$ cat config.mk
export PLATFORM = sky130hd
export DESIGN_NAME = serial_add_arbiter
export DESIGN_NICKNAME = d
export VERILOG_FILES = /design/src/rtl/serial_add_pkg.sv /design/src/rtl/serial_fa_cell.sv /design/src/rtl/serial_half_adder.sv /design/src/rtl/serial_add_arbiter.sv
export SDC_FILE = /design/constraint.sdc
export NUM_CORES = 1
export LEC_CHECK = 0
export CORE_MARGIN = 10
export CORE_UTILIZATION = 40
export DETAILED_ROUTE_END_ITERATION = 8
export GPL_TIMING_DRIVEN = 0
export PLACE_DENSITY = 0.82
export SYNTH_ARGS = -nofsm -noshare
export SYNTH_HDL_FRONTEND = slang
export SYNTH_SLANG_ARGS = --single-unit
$ cat constraint.sdc
create_clock -name clk -period 3.1 [get_ports clk]
set_input_delay 0.93 -clock clk [delete_from_list [all_inputs] [get_ports clk]]
set_output_delay 0.93 -clock clk [all_outputs]
set_load 0.03 [all_outputs]
$ cat src/rtl/serial_add_pkg.sv
// Shared definitions for the bit-serial adder arbiter: FSM encoding and ID width.
// Encoding 2'd3 is unused and steers the FSM back to IDLE.
package serial_add_pkg;

    localparam int ID_W = 1;

    typedef enum logic [1:0] {
        IDLE  = 2'd0,
        SHIFT = 2'd1,
        DONE  = 2'd2
    } state_t;

endpackage

$ cat src/rtl/serial_fa_cell.sv
// Bit-serial full-adder slice: two cascaded half adders plus a carry flop.
// The carry flop has an async reset and a synchronous clear for the start of a new add.
module serial_fa_cell (
    input  logic clk,
    input  logic rst,
    input  logic clr,
    input  logic a,
    input  logic b,
    output logic s,
    output logic c_q
);

    logic w_p;
    logic w_g1;
    logic w_g2;

    serial_half_adder u_ha0 (
        .a (a),
        .b (b),
        .s (w_p),
        .c (w_g1)
    );

    serial_half_adder u_ha1 (
        .a (w_p),
        .b (c_q),
        .s (s),
        .c (w_g2)
    );

    always_ff @(posedge clk or posedge rst) begin
        if (rst) begin
            c_q <= 1'b0;
        end else if (clr) begin
            c_q <= 1'b0;
        end else begin
            c_q <= w_g1 | w_g2;
        end
    end

endmodule

$ cat src/rtl/serial_half_adder.sv
// Single half-adder cell (XOR sum, AND carry) used to build the serial full adder.
module serial_half_adder (
    input  logic a,
    input  logic b,
    output logic s,
    output logic c
);

    assign s = a ^ b;
    assign c = a & b;

endmodule

$ cat src/rtl/serial_add_arbiter.sv
// Two-requester round-robin arbiter sharing one bit-serial full adder.
// Operands are added LSB-first, one bit per clock; results leave over a valid/ready port.
module serial_add_arbiter #(
    parameter int WIDTH = 8
) (
    input  logic             clk,
    input  logic             rst,
    input  logic             req0_valid,
    input  logic [WIDTH-1:0] req0_a,
    input  logic [WIDTH-1:0] req0_b,
    output logic             req0_ready,
    input  logic             req1_valid,
    input  logic [WIDTH-1:0] req1_a,
    input  logic [WIDTH-1:0] req1_b,
    output logic             req1_ready,
    output logic             res_valid,
    input  logic             res_ready,
    output logic [WIDTH-1:0] res_sum,
    output logic             res_cout,
    output logic             res_id
);

    import serial_add_pkg::*;

    localparam int CNT_W = $clog2(WIDTH) + 1;

    state_t            r_state;
    state_t            w_nextState;
    logic              r_rrPtr;
    logic [ID_W-1:0]   r_id;
    logic [WIDTH-1:0]  r_a;
    logic [WIDTH-1:0]  r_b;
    logic [WIDTH-1:0]  r_sum;
    logic [CNT_W-1:0]  r_cnt;

    logic              w_grant;
    logic              w_idle;
    logic              w_accept;
    logic              w_handshake;
    logic              w_shifting;
    logic              w_cellA;
    logic              w_cellB;
    logic              w_s;
    logic              w_carry;

    // Ready is gated by reset so every output reads 0 while rst is held.
    always_comb begin
        w_grant    = (req0_valid && req1_valid) ? r_rrPtr : req1_valid;
        w_idle     = (r_state == IDLE) && !rst;
        req0_ready = w_idle && req0_valid && !w_grant;
        req1_ready = w_idle && req1_valid && w_grant;
        w_accept   = req0_ready || req1_ready;
        w_shifting = (r_state == SHIFT);
        res_valid  = (r_state == DONE);
        w_handshake = res_valid && res_ready;
    end

    always_comb begin
        w_nextState = r_state;
        case (r_state)
            IDLE:    if (w_accept) w_nextState = SHIFT;
            SHIFT:   if (r_cnt == CNT_W'(WIDTH - 1)) w_nextState = DONE;
            DONE:    if (res_ready) w_nextState = IDLE;
            default: w_nextState = IDLE;
        endcase
    end

    always_ff @(posedge clk or posedge rst) begin
        if (rst) begin
            r_state <= IDLE;
        end else begin
            r_state <= w_nextState;
        end
    end

    // Outside SHIFT both cell inputs follow the carry, so maj(c,c,c) holds it.
    assign w_cellA = w_shifting ? r_a[0] : w_carry;
    assign w_cellB = w_shifting ? r_b[0] : w_carry;

    serial_fa_cell u_fa (
        .clk (clk),
        .rst (rst),
        .clr (w_accept),
        .a   (w_cellA),
        .b   (w_cellB),
        .s   (w_s),
        .c_q (w_carry)
    );

    always_ff @(posedge clk or posedge rst) begin
        if (rst) begin
            r_a   <= '0;
            r_b   <= '0;
            r_sum <= '0;
            r_cnt <= '0;
            r_id  <= '0;
        end else if (w_accept) begin
            r_a   <= w_grant ? req1_a : req0_a;
            r_b   <= w_grant ? req1_b : req0_b;
            r_id  <= w_grant;
            r_cnt <= '0;
        end else if (w_shifting) begin
            r_a   <= r_a >> 1;
            r_b   <= r_b >> 1;
            r_sum <= {w_s, r_sum[WIDTH-1:1]};
            r_cnt <= r_cnt + CNT_W'(1);
        end
    end

    // The requester just served loses priority for the next contested grant.
    always_ff @(posedge clk or posedge rst) begin
        if (rst) begin
            r_rrPtr <= 1'b0;
        end else if (w_handshake) begin
            r_rrPtr <= ~r_id[0];
        end
    end

    assign res_sum  = r_sum;
    assign res_cout = w_carry;
    assign res_id   = r_id[0];

endmodule

* Word level (Yosys, flattened, before mapping)
Cells that the tools add are included.
Cells by class: shifts and indexed selects 0, add/sub/neg operators 1, eq/ne operators 6, bitwise logic cells 7, div/mod/pow operators 0, order comparisons 0, reduce and logical (&&, ||, !) cells 14, mux-type cells 16, $mul 0
Operators by type and width (number):
- two-way mux 8 bit | 6
- two-way mux 4 bit | 2
- logical AND 1 bit | 7
- two-way mux 2 bit | 3
- != test 2 x 1 -> 1 bit (second input constant) | 3
- one-hot mux 2 bit (3 select lines) | 1
- adder 4 x 1 -> 4 bit (second input constant) | 1
- equality test 4 x 3 -> 1 bit (second input constant) | 1
- two-way mux 1 bit | 4
- AND reduction 3 bit | 1
- AND 1 bit | 2
- equality test 2 x 1 -> 1 bit (second input constant) | 1
- equality test 2 bit (second input constant) | 1
- zero test 1 bit | 2
- zero test 2 bit | 1
- NOT 1 bit | 2
- AND reduction 2 bit | 1
- nonzero test 2 bit | 1
- bitwise XOR 1 bit | 2
- logical OR 1 bit | 1
- OR 1 bit | 1
Storage, ports and cells: latch bits 0, input port bits 37, memory bits (writable) 0, memories 0, memory bits (read-only) 0, word-level logic and storage cells 52, flip-flop bits (word level) 33

* Depth between registers and ports, before layout
depth after elaboration 7, gate-level depth with buffers 7

* Hierarchy
From an unflattened synthesis, not the netlist that was laid out.
Second synthesis, totals: cells, all modules 157, area, all modules 1592.8 µm²
Modules (own cells, without submodules):
- serial_add_arbiter | area each 1529.0 µm², seq. area each 800.8 µm², times used 1, cells each 152
- serial_fa_cell | area each 38.8 µm², seq. area each 25.0 µm², times used 1, cells each 3
- serial_half_adder | area each 12.5 µm², seq. area each 0.0 µm², times used 2, cells each 1

* Worst setup path before layout
OpenSTA, ideal clock, no wires.
kind in2out, start point input req0_valid, end point output req0_ready, arrival 1820 ps, slack 350 ps, required time 2170 ps, buffers on the path 2, cell stages on the path 5, path through inv_2 o21ai_2 buf_6 buf_12 nor2b_1
On the way: cells in the longest elaborated chain, start to end 4, elaborated cells on any way between the ends 5, classes of those cells mux (1); reduce/logical (4)
Ends and longest elaborated chain:
- start: declaration | line serial_add_arbiter.sv:8 | input logic req0_valid,
- logical AND 1 bit | line serial_add_arbiter.sv:48 | w_grant = (req0_valid && req1_valid) ? r_rrPtr : req1_valid;
- two-way mux 1 bit | line serial_add_arbiter.sv:48
- zero test 1 bit | line serial_add_arbiter.sv:50 | req0_ready = w_idle && req0_valid && !w_grant;
- logical AND 1 bit (*) | line serial_add_arbiter.sv:50
- end: declaration | line serial_add_arbiter.sv:11 | output logic req0_ready,
Mark *: on every way between the ends. The rest lies on a longest branch, timed or not.

* Worst setup path in the final report
start point input rst, end point output req0_ready
On the way: cells in the longest elaborated chain, start to end 4
Ends and longest elaborated chain:
- start: declaration | line serial_add_arbiter.sv:7 | input logic rst,
- zero test 1 bit (no source line)
- logical AND 1 bit | line serial_add_arbiter.sv:49 | w_idle = (r_state == IDLE) && !rst;
- logical AND 1 bit (2 in series) | line serial_add_arbiter.sv:50
No other way between the ends.

==> results.toml <==
[placed_design]
dp_hpwl_microns = 2900
io_buffers = 49
gp_congestion = 0.786

[critical_path]
cp.arrival_ns = 2.08
worst_setup_path_end_kind = "primary output"
reg2reg_from = "r_state[0]"
crit_buf_inv = 3
rr_endpoint = "res_sum[7]"
cpMostUsedCell = "buf_4"
critPathRequiredTime_ns = 2.17
crit_type = "in -> out"
cp_top_family = "buffers and inverters"
crit_fanout = 3
critical_path.max_stage_delay_ns = 0.47
ff2ff_setup_slack_ns = 1.18
cp_slowest_cell = "clkdlybuf4s50_1"
cp_cell_sequence = "clkdlybuf4s50_1, nor3_4, buf_4, nand2_1, nor2b_1, buf_4"
critPathLaunchType = "input port"
reg2regPathDepth = 7

[cts]
path_clk_slew_ns = 0.07
clk_latency_ns = 0.29
clock_sinks = 33
htreeDepth = 2
cts_buffer_depth = 2
cts_root_buf = "clkbuf_8"
cts_tree = "built"
cts_buffers = 5

[global_route]
grt_max_degree = 35
grtUsageTotal_pct = 10.9
grt_pass1_vias = 1398
antenna_found_initial = 0
overflow = 0
grt_pass1_wl_microns = 6450

[detailed_routing]
vias = 1367
avgViaCountPerCell = 5.18
route.detailed.drc = 0
post_drt_wl_per_cell_microns = 14.3
drt_pre_antenna_iters = 4
drt_iter0_markers = 69
routed_wl_microns = 3780
ant_nets = 0

[sta]
setup_viol = 0
rsz0062_at_grt = "no"
finalHoldViolCount = 0
skew_ns = 0.00663
drv_slew = 0
tightest_slew_ns = 0.479
finalCritPeriodShare_pct = 97.3
hold_ws_ns = 0.473
relSlewSlack_pct = 68.0
fmax_ghz = 0.332
min_period_ns = 3.01

[run_status]
status = "finished, final reports clean"

[pwr]
power_density_mw_per_mm2 = 818
power.clock.fraction_pct = 16.6
power_frac_seq_pct = 39.5
swShare_pct = 39.2
p_leak_nw = 1.07
p_sw_uw = 731
vdd_ir_drop_max_mv = 0.407
p_comb_share_pct = 43.9
internal_power_mw = 1.13

[die]
coreArea_sq_mm = 0.00377
die_y_microns = 83.4
die-width_microns = 83.4
start_util_pct = 42.7
rows = 22
ios = 50
fp.dieArea_sq_mm = 0.00696

[yosys]
syn-num-nets = 195
synthCells = 156
synth-warning-count = 0
syn-mean-instance-area_sq_um = 10.3
synth_cell_types = 32
yosysSeqAreaShare_pct = 51.3
syn_area_sq_mm = 0.00161
ys_ff_latch = 33

[hold_path]
hold_class = "reg -> reg"
hold_path.startpoint = "res_sum[0]"
hold_depth = 2
hold_end = "res_sum[0]"

[layout]
drive_gt1_share_pct = 13.0
fin_nets = 254
final_util_pct = 60.4
antenna_cells = 0
area_growth_pct = 41.5

[job]
max_cap_violations = 0
## per-stage QoR
stage	power, mW	setup WS (ns)	TNS (ns)	area, sq um	instances
global route	2.02	0.0269	0	2280	264
global placement	1.52	-0.725	-1.17	2160	253
finish	1.86	0.0852	0	2280	264
CTS	1.87	0.0131	0	2260	263
floorplan	1.26	0.350	0	1610	156
detailed placement	1.55	-0.747	-1.18	2160	253
## cell type report
class                           instances  area [sq um]
Buffer                                  8          65.1
Sequential cell                        33           826
Clock buffer                            6          72.6
Tap cell                               48          60.1
Timing Repair Buffer                   52           519
Clock inverter                          2          10.0
Inverter                                5          18.8
Multi-Input combinational cell        110           706
Fill cell                             333          1490
## cell families after synthesis
logic type                 synth area share (%)
buffers and inverters                      5.21
AOI/OAI and AO/OA                          19.4
xor gates and xnor gates                   1.09
and+or+nand+nor                            11.6
DFF                                        51.3
muxes                                      9.33
adders and majority gates                  2.02
## state kept, by name, summed over array words and instances (netlist names)
name / count
r_a: 8
res_id: 1
r_cnt: 4
r_rrPtr: 1
res_sum: 8
r_b: 8
u_fa.c_q: 1
r_state: 2
## cells in the final DEF (no fill, tap or decap)
| cell type | synthesis | routed |
|---|---|---|
| nor3_4 | 0 | 1 |
| and3b_1 | 1 | 1 |
| fa_1 | 1 | 1 |
| clkbuf_8 | 0 | 5 |
| xor2_1 | 2 | 2 |
| o211ai_1 | 1 | 1 |
| nand2_1 | 30 | 30 |
| buf_16 | 0 | 1 |
| nand4_1 | 1 | 1 |
| o21ai_1 | 10 | 10 |
| buf_4 | 2 | 5 |
| inv_1 | 4 | 4 |
| clkbuf_1 | 1 | 2 |
| o21ai_0 | 9 | 9 |
| o21ai_2 | 3 | 3 |
| buf_12 | 1 | 1 |
| a21bo_2 | 1 | 1 |
| nor2_1 | 5 | 5 |
| mux2i_1 | 15 | 15 |
| a31oi_1 | 1 | 1 |
| clkdlybuf4s50_1 | 0 | 45 |
| buf_2 | 3 | 4 |
| a22o_1 | 1 | 1 |
| nand3_1 | 1 | 1 |
| a21oi_1 | 5 | 5 |
| dfrtp_1 | 33 | 33 |
| nand2b_1 | 1 | 1 |
| o21a_1 | 1 | 1 |
| buf_6 | 1 | 1 |
| inv_2 | 1 | 1 |
| ha_1 | 1 | 1 |
| o21bai_2 | 1 | 1 |
| nor2b_1 | 3 | 3 |
| clkbuf_2 | 0 | 1 |
| o21ba_2 | 1 | 1 |
| a22oi_1 | 14 | 14 |
| dlygate4sd2_1 | 0 | 1 |
| clkinv_2 | 0 | 2 |
## per-layer routing
| metal | up-vias | track usage (%) | part of all wire, % |
|---|---|---|---|
| li1 | 669 | - | - |
| met1 | 647 | 11.8 | 41 |
| met2 | 43 | 17.9 | 49 |
| met3 | 8 | 5.37 | 8.5 |
| met4 | 0 | 4.24 | 1.5 |
| met5 | - | 0 | 0 |
## worst register-to-register path: stages (launching register included)
cell and delay [ns]:
dfrtp_1 0.48, nor2b_1 0.16, buf_2 0.21, buf_4 0.20
nor2_1 0.07, a21oi_1 0.16, fa_1 0.43, o21ai_1 0.13
## power by group through the flow
stage	Combinational, mW	Clock, mW	Sequential (mW)
final	0.818	0.310	0.736
after global routing	0.919	0.340	0.758
after CTS	0.823	0.317	0.734
after detailed placement	0.814	0	0.737
after global placement	0.792	0	0.731
after floorplan	0.452	0	0.812
## worst max path at each step
stage	start	to	slack, ns	cells after the start
2_1_floorplan	req0_valid	req0_ready	0.35	5
3_3_place_gp	req0_valid	req0_ready	-0.72	7
3_5_place_dp	req0_valid	req0_ready	-0.75	7
4_1_cts	rst	req1_ready	0.01	5
5_1_grt	rst	req0_ready	0.03	6
6_report	rst	req0_ready	0.09	6
## Yosys cell counts
library cell | number | area, sq um
buf_4 | 2 | 15.0
o21ai_2 | 3 | 26.3
buf_6 | 1 | 11.3
nor2b_1 | 3 | 18.8
nand2b_1 | 1 | 6.26
o21ba_2 | 1 | 10.0
mux2i_1 | 15 | 150
fa_1 | 1 | 20.0
inv_2 | 1 | 3.75
nor3_2 | 1 | 10.0
and3b_1 | 1 | 8.76
nand2_1 | 30 | 113
nor2_1 | 5 | 18.8
a21oi_1 | 5 | 25.0
xor2_1 | 2 | 17.5
inv_1 | 4 | 15.0
nand3_1 | 1 | 5.00
o21ai_1 | 10 | 50.1
a31oi_1 | 1 | 6.26
o21bai_2 | 1 | 11.3
ha_1 | 1 | 12.5
o21a_1 | 1 | 7.51
a22o_1 | 1 | 8.76
clkbuf_1 | 1 | 3.75
a21bo_2 | 1 | 10.0
buf_2 | 3 | 15.0
o21ai_0 | 9 | 45.0
nand4_1 | 1 | 6.26
buf_12 | 1 | 20.0
a22oi_1 | 14 | 105
dfrtp_1 | 33 | 826
o211ai_1 | 1 | 7.51
## timing repair
action / in CTS / in global routing
pin swaps: 1 / 1
hold buffers: 0 / 0
buffers inserted: 2 / 0
setup endpoints to repair: 2 / 2
resized for setup: 12 / 4
No activity file was read; power rests on OpenSTA's default activity.
